<file path="src/rtl/a_input_debounce.sv">
`default_nettype none
// ============================================================================
// Module   : a_input_debounce
// Purpose  : Conditions a raw, asynchronous, bouncing push-button/switch into
//            a clean clock-synchronous control level A for the downstream
//            Y2..Y0 state machine (Ej62). Also provides one-cycle edge pulses
//            and a busy flag.
//            Structure: 2-flop synchronizer -> 4-state debounce FSM with a
//            stability counter.
// Ports    : clck  in  system clock, rising-edge active
//            rst   in  synchronous reset, active-high
//            btn   in  raw asynchronous button input (may bounce)
//            A     out clean control level (level or toggle, see TOGGLE)
//            rise  out one-cycle pulse, debounced level went 0->1
//            fall  out one-cycle pulse, debounced level went 1->0
//            busy  out high while a level change is being qualified
// Params   : STABLE_CYC  cycles the synchronized input must stay constant
//                        (legal range 2 .. 2**CNT_W-1)
//            CNT_W       stability counter width
//            TOGGLE      0: A = debounced level, 1: A inverts on each press
// Revision : 1.0  initial release
// ============================================================================
module a_input_debounce #(
    parameter int STABLE_CYC = 10,
    parameter int CNT_W      = 4,
    parameter bit TOGGLE     = 1'b0
) (
    input  logic clck,
    input  logic rst,
    input  logic btn,
    output logic A,
    output logic rise,
    output logic fall,
    output logic busy
);

    localparam logic [1:0] IDLE_LO = 2'd0;
    localparam logic [1:0] WAIT_HI = 2'd1;
    localparam logic [1:0] IDLE_HI = 2'd2;
    localparam logic [1:0] WAIT_LO = 2'd3;

    localparam logic [CNT_W-1:0] CNT_TERM = CNT_W'(STABLE_CYC - 1);
    localparam logic [CNT_W-1:0] CNT_ONE  = CNT_W'(1);

    logic             s1;
    logic             s2;
    logic [1:0]       state;
    logic [1:0]       state_nxt;
    logic [CNT_W-1:0] cnt;
    logic [CNT_W-1:0] cnt_nxt;
    logic             db;
    logic             db_nxt;
    logic             rise_nxt;
    logic             fall_nxt;

    // ------------------------------------------------------------------
    // Synchronizer: btn is asynchronous, only s2 is used downstream.
    // ------------------------------------------------------------------
    always_ff @(posedge clck) begin
        if (rst) begin
            s1 <= 1'b0;
            s2 <= 1'b0;
        end else begin
            s1 <= btn;
            s2 <= s1;
        end
    end

    // ------------------------------------------------------------------
    // State register (also holds counter, debounced level and pulses so
    // that they all update on the same edge as the state).
    // ------------------------------------------------------------------
    always_ff @(posedge clck) begin
        if (rst) begin
            state <= IDLE_LO;
            cnt   <= '0;
            db    <= 1'b0;
            rise  <= 1'b0;
            fall  <= 1'b0;
        end else begin
            state <= state_nxt;
            cnt   <= cnt_nxt;
            db    <= db_nxt;
            rise  <= rise_nxt;
            fall  <= fall_nxt;
        end
    end

    // ------------------------------------------------------------------
    // Next-state logic. The reversion test comes before the terminal-count
    // test, so the input must still be stable on the deciding cycle.
    // The counter is held (not cleared) outside the WAIT states; it is
    // cleared on entry to a WAIT state instead.
    // ------------------------------------------------------------------
    always_comb begin
        state_nxt = state;
        cnt_nxt   = cnt;
        db_nxt    = db;
        rise_nxt  = 1'b0;
        fall_nxt  = 1'b0;
        case (state)
            IDLE_LO: begin
                if (s2) begin
                    state_nxt = WAIT_HI;
                    cnt_nxt   = '0;
                end
            end
            WAIT_HI: begin
                if (!s2) begin
                    state_nxt = IDLE_LO;
                end else if (cnt == CNT_TERM) begin
                    state_nxt = IDLE_HI;
                    db_nxt    = 1'b1;
                    rise_nxt  = 1'b1;
                end else begin
                    cnt_nxt = cnt + CNT_ONE;
                end
            end
            IDLE_HI: begin
                if (!s2) begin
                    state_nxt = WAIT_LO;
                    cnt_nxt   = '0;
                end
            end
            WAIT_LO: begin
                if (s2) begin
                    state_nxt = IDLE_HI;
                end else if (cnt == CNT_TERM) begin
                    state_nxt = IDLE_LO;
                    db_nxt    = 1'b0;
                    fall_nxt  = 1'b1;
                end else begin
                    cnt_nxt = cnt + CNT_ONE;
                end
            end
            default: begin
                state_nxt = IDLE_LO;
            end
        endcase
    end

    // ------------------------------------------------------------------
    // Output logic: busy decodes the registered state directly.
    // ------------------------------------------------------------------
    always_comb begin
        busy = (state == WAIT_HI) || (state == WAIT_LO);
    end

    // ------------------------------------------------------------------
    // A output: plain level, or a toggle flop advanced on each accepted
    // press (same edge as rise, releases ignored).
    // ------------------------------------------------------------------
    generate
        if (TOGGLE) begin : g_toggle
            logic a_tgl;
            always_ff @(posedge clck) begin
                if (rst) begin
                    a_tgl <= 1'b0;
                end else if (rise_nxt) begin
                    a_tgl <= ~a_tgl;
                end
            end
            assign A = a_tgl;
        end else begin : g_level
            assign A = db;
        end
    endgenerate

endmodule
`default_nettype wire
</file>
<file path="config.mk">
export PLATFORM = sky130hd
export DESIGN_NAME = a_input_debounce
export DESIGN_NICKNAME = d
export VERILOG_FILES = /design/src/rtl/a_input_debounce.sv
export SDC_FILE = /design/constraint.sdc
export NUM_CORES = 1
export LEC_CHECK = 0
export CORE_AREA = 2 2 39 41
export DETAILED_ROUTE_END_ITERATION = 16
export DIE_AREA = 0 0 41 43
export PLACE_DENSITY_LB_ADDON = 0.12
export SLEW_MARGIN = 5
export SYNTH_ARGS = -nofsm -noshare
export SYNTH_HDL_FRONTEND = slang
export SYNTH_SLANG_ARGS = --single-unit
</file>
<file path="constraint.sdc">
create_clock -name clck -period 1.6 [get_ports clck]
set_clock_uncertainty 0.05 [all_clocks]
set_input_delay 0.32 -clock clck [delete_from_list [all_inputs] [get_ports clck]]
set_output_delay 0.32 -clock clck [all_outputs]
set_load 0.005 [all_outputs]
</file>
==> summary.md <==
| Metric | Value |
|---|---|
| Final setup violation count | `0` |
| Die height | `43 µm` |
| Power per Cell Area | `837 nW/µm²` |
| Gpl congestion | `0.678` |
| First-pass GRT wire length | `1450 µm` |
| Critical path peak fanout | `3` |
| Fin nets | `65` |
| Post-CTS resize count | `0` |
| Avg Cell Area, Syn | `9.38 µm²` |
| Clk sinks | `11` |
| Cell row count | `14` |
| CP arrival | `1100 ps` |
| Worst setup EP type | `primary output` |
| I/O Pins | `7` |
| Register area share after synthesis | `0.451` |
| Post-synth EDFFs | `0` |
| Root Buffer | `clkbuf_4` |
| Dpl hpwl | `616 µm` |
| Critical-path top delay cell | `clkdlybuf4s50_1` |
| Final Core Density | `0.422` |
| Period utilisation layout | `0.922` |
| Core ar. | `1380 µm²` |
| Number of diodes | `0` |
| Static Leak | `0.224 nW` |
| Synthesized Nets | `57` |
| 1st-pass router iterations | `4` |
| CTS Hold Buffers Added | `0` |
| Fraction of registers with async set/reset | `0` |
| Final min period | `1470 ps` |
| Ys Warns | `0` |
| GR Util All Layers | `0.131` |
| Kind of critical path | `flip-flop to primary output` |
| Fraction of layout cells with a size suffix above 1 | `0.102` |
| Slowest stage delay, CP | `500 ps` |
| Max cap viols | `0` |
| Worst Max-Slew Pin Slew | `372 ps` |
| Slew Viols, Final | `0` |
| Via count | `393` |
| Critical path launch point type | `flip-flop` |
| FF+latch count, synth | `11` |
| Top Layer Used | `met4` |
| Worst Path Buf+Inv | `1` |
| Initial antenna violation count | `0` |
| Most used DFF post-synth | `dfxtp_1` |
| Critical Path RT | `1230 ps` |
| FILL cells | `140` |
| Die area | `1760 µm²` |
| RSZ-0062 raised after global routing | `false` |
| Final wirelength | `871 µm` |
| Max Fclk | `678 MHz` |
| Worst slew margin | `0.751` |
| Clk_lat worst skew | `260 ps` |
| Die span in x | `41 µm` |
| Detailed Route Iter0 Violations | `11` |
| Gate Count Post-Synth | `52` |
| Met1 wire length | `377 µm` |
| CP delay by family, top | `buffers and inverters` |
| Crit path cell chain | `clkdlybuf4s50_1` |
| Area growth syn-to-layout | `19.7%` |
| HP Class | `flip-flop to flip-flop` |
| Synth Cell Area | `488 µm²` |
| Remaining DRCs | `0` |
| Gr ovfl total | `0` |
| Met2 routed WL | `433 µm` |
| Yosys cell types | `23` |
| Setup slack after layout | `125 ps` |
| Clock Pin Slew Worst Setup and Hold Paths | `60 ps` |
| Fin. Hold Viols | `0` |
| CTS Buf Count | `3` |
| H-Tree Depth | `1` |
| Vias in the first global route | `347` |
| Clk buf depth | `2` |
| Number of port buffers | `6` |
| Peak VDD IR | `478 µV` |
| Vias per inst | `5.24` |
| Met3 wire len | `49 µm` |
| CTS tree | `built` |
| ANT nets after route | `0` |
| Worst slack, placed | `137 ps` |
| Routed wire per std cell | `11.6 µm` |
| Setup Fix Bufs, Post-CTS | `0` |
| Pin count of the biggest net entering global routing | `12` |
| Starting Density | `0.353` |
| Fin Setup TNS | `0 ps` |
| Outcome | `complete, no violations` |
==> routing by layer <==
metal  up-vias  global-route usage
met5         -                   0
li1        200                   -
met3         2              0.0785
met4         0              0.0800
met1       178               0.138
met2        13               0.191
==> metrics by stage <==
step	area (µm²)	hold slack [ps]	total power, W	cells
floorplan	488	342	0.000304	52
global placement	558	369	0.000318	71
detailed placement	558	373	0.000318	71
CTS	584	389	0.000503	75
global route	584	414	0.000521	75
finish	584	388	0.000489	75
==> flip-flops by register name, summed over array words and instances (netlist names), named ones only <==
name and count:
A 1, s2 1, cnt 4, rise 1
fall 1, state 1, s1 1
==> report_power, final <==
part / total [W] / internal [W] / switching [W] / leakage [nW]
Combinational: 0.0000273 / 0.0000155 / 0.0000118 / 0.120
Clock: 0.000178 / 0.0000963 / 0.0000816 / 0.0150
Sequential: 0.000284 / 0.000279 / 0.00000453 / 0.0892
==> kinds of logic after synthesis <==
| logic type | share of synthesized area |
|---|---|
| AO/OA/AOI/OAI | 0.100 |
| buffers and inverters | 0.0513 |
| flip-flops | 0.451 |
| adder cells (fa/ha/maj) | 0.0513 |
| XOR/XNOR | 0.0513 |
| AND/OR/NAND/NOR | 0.295 |
==> Yosys cell counts, types with 2 or more instances <==
cell | number | area [µm²]
a21oi_1 | 3 | 15.0
a31oi_1 | 3 | 18.8
clkbuf_1 | 2 | 7.51
dfxtp_1 | 11 | 220
ha_1 | 2 | 25.0
inv_1 | 2 | 7.51
nand2_1 | 6 | 22.5
nand4b_1 | 3 | 26.3
nor2b_1 | 4 | 25.0
o21ai_0 | 3 | 15.0
==> final cells by class <==
class                   instances  area (µm²)  area share
flip-flops and latches         11         220       0.377
repair buffers                  7        67.6       0.116
clock buffers                   4        26.3      0.0450
multi-input cells              35         243       0.415
well taps                      16        20.0      0.0343
inverters                       2        7.51      0.0128
==> final timing paths <==
check / from / endpoint / slack (ps) / depth (start not counted)
setup / recovery: A$_SDFFE_PP0P_ / A / 130 / 1
hold / removal: s1$_SDFF_PP0_ / s2$_SDFF_PP0_ / 390 / 1
setup reg to reg: cnt[0]$_SDFFE_PP0P_ / rise$_SDFF_PP0_ / 260 / 3
hold reg to reg: s1$_SDFF_PP0_ / s2$_SDFF_PP0_ / 390 / 1
==> cell usage in the layout (no fill, tap or decap), drive strengths merged <==
master	netlist	routed
nor4	1	1
nand3b	1	1
a21oi	3	3
nand4b	4	4
nand4	1	1
clkbuf	3	4
xor2	1	1
ha	2	2
inv	2	2
o21ai	3	3
xnor2	1	1
buf	1	1
clkdlybuf4s50	0	6
and3	1	1
a31oi	3	3
nor2b	4	4
nor4b	1	1
nand3	1	1
and4b	1	1
nor3	1	1
dfxtp	11	11
nand2	6	6
No activity file was read; power rests on OpenSTA's default activity.
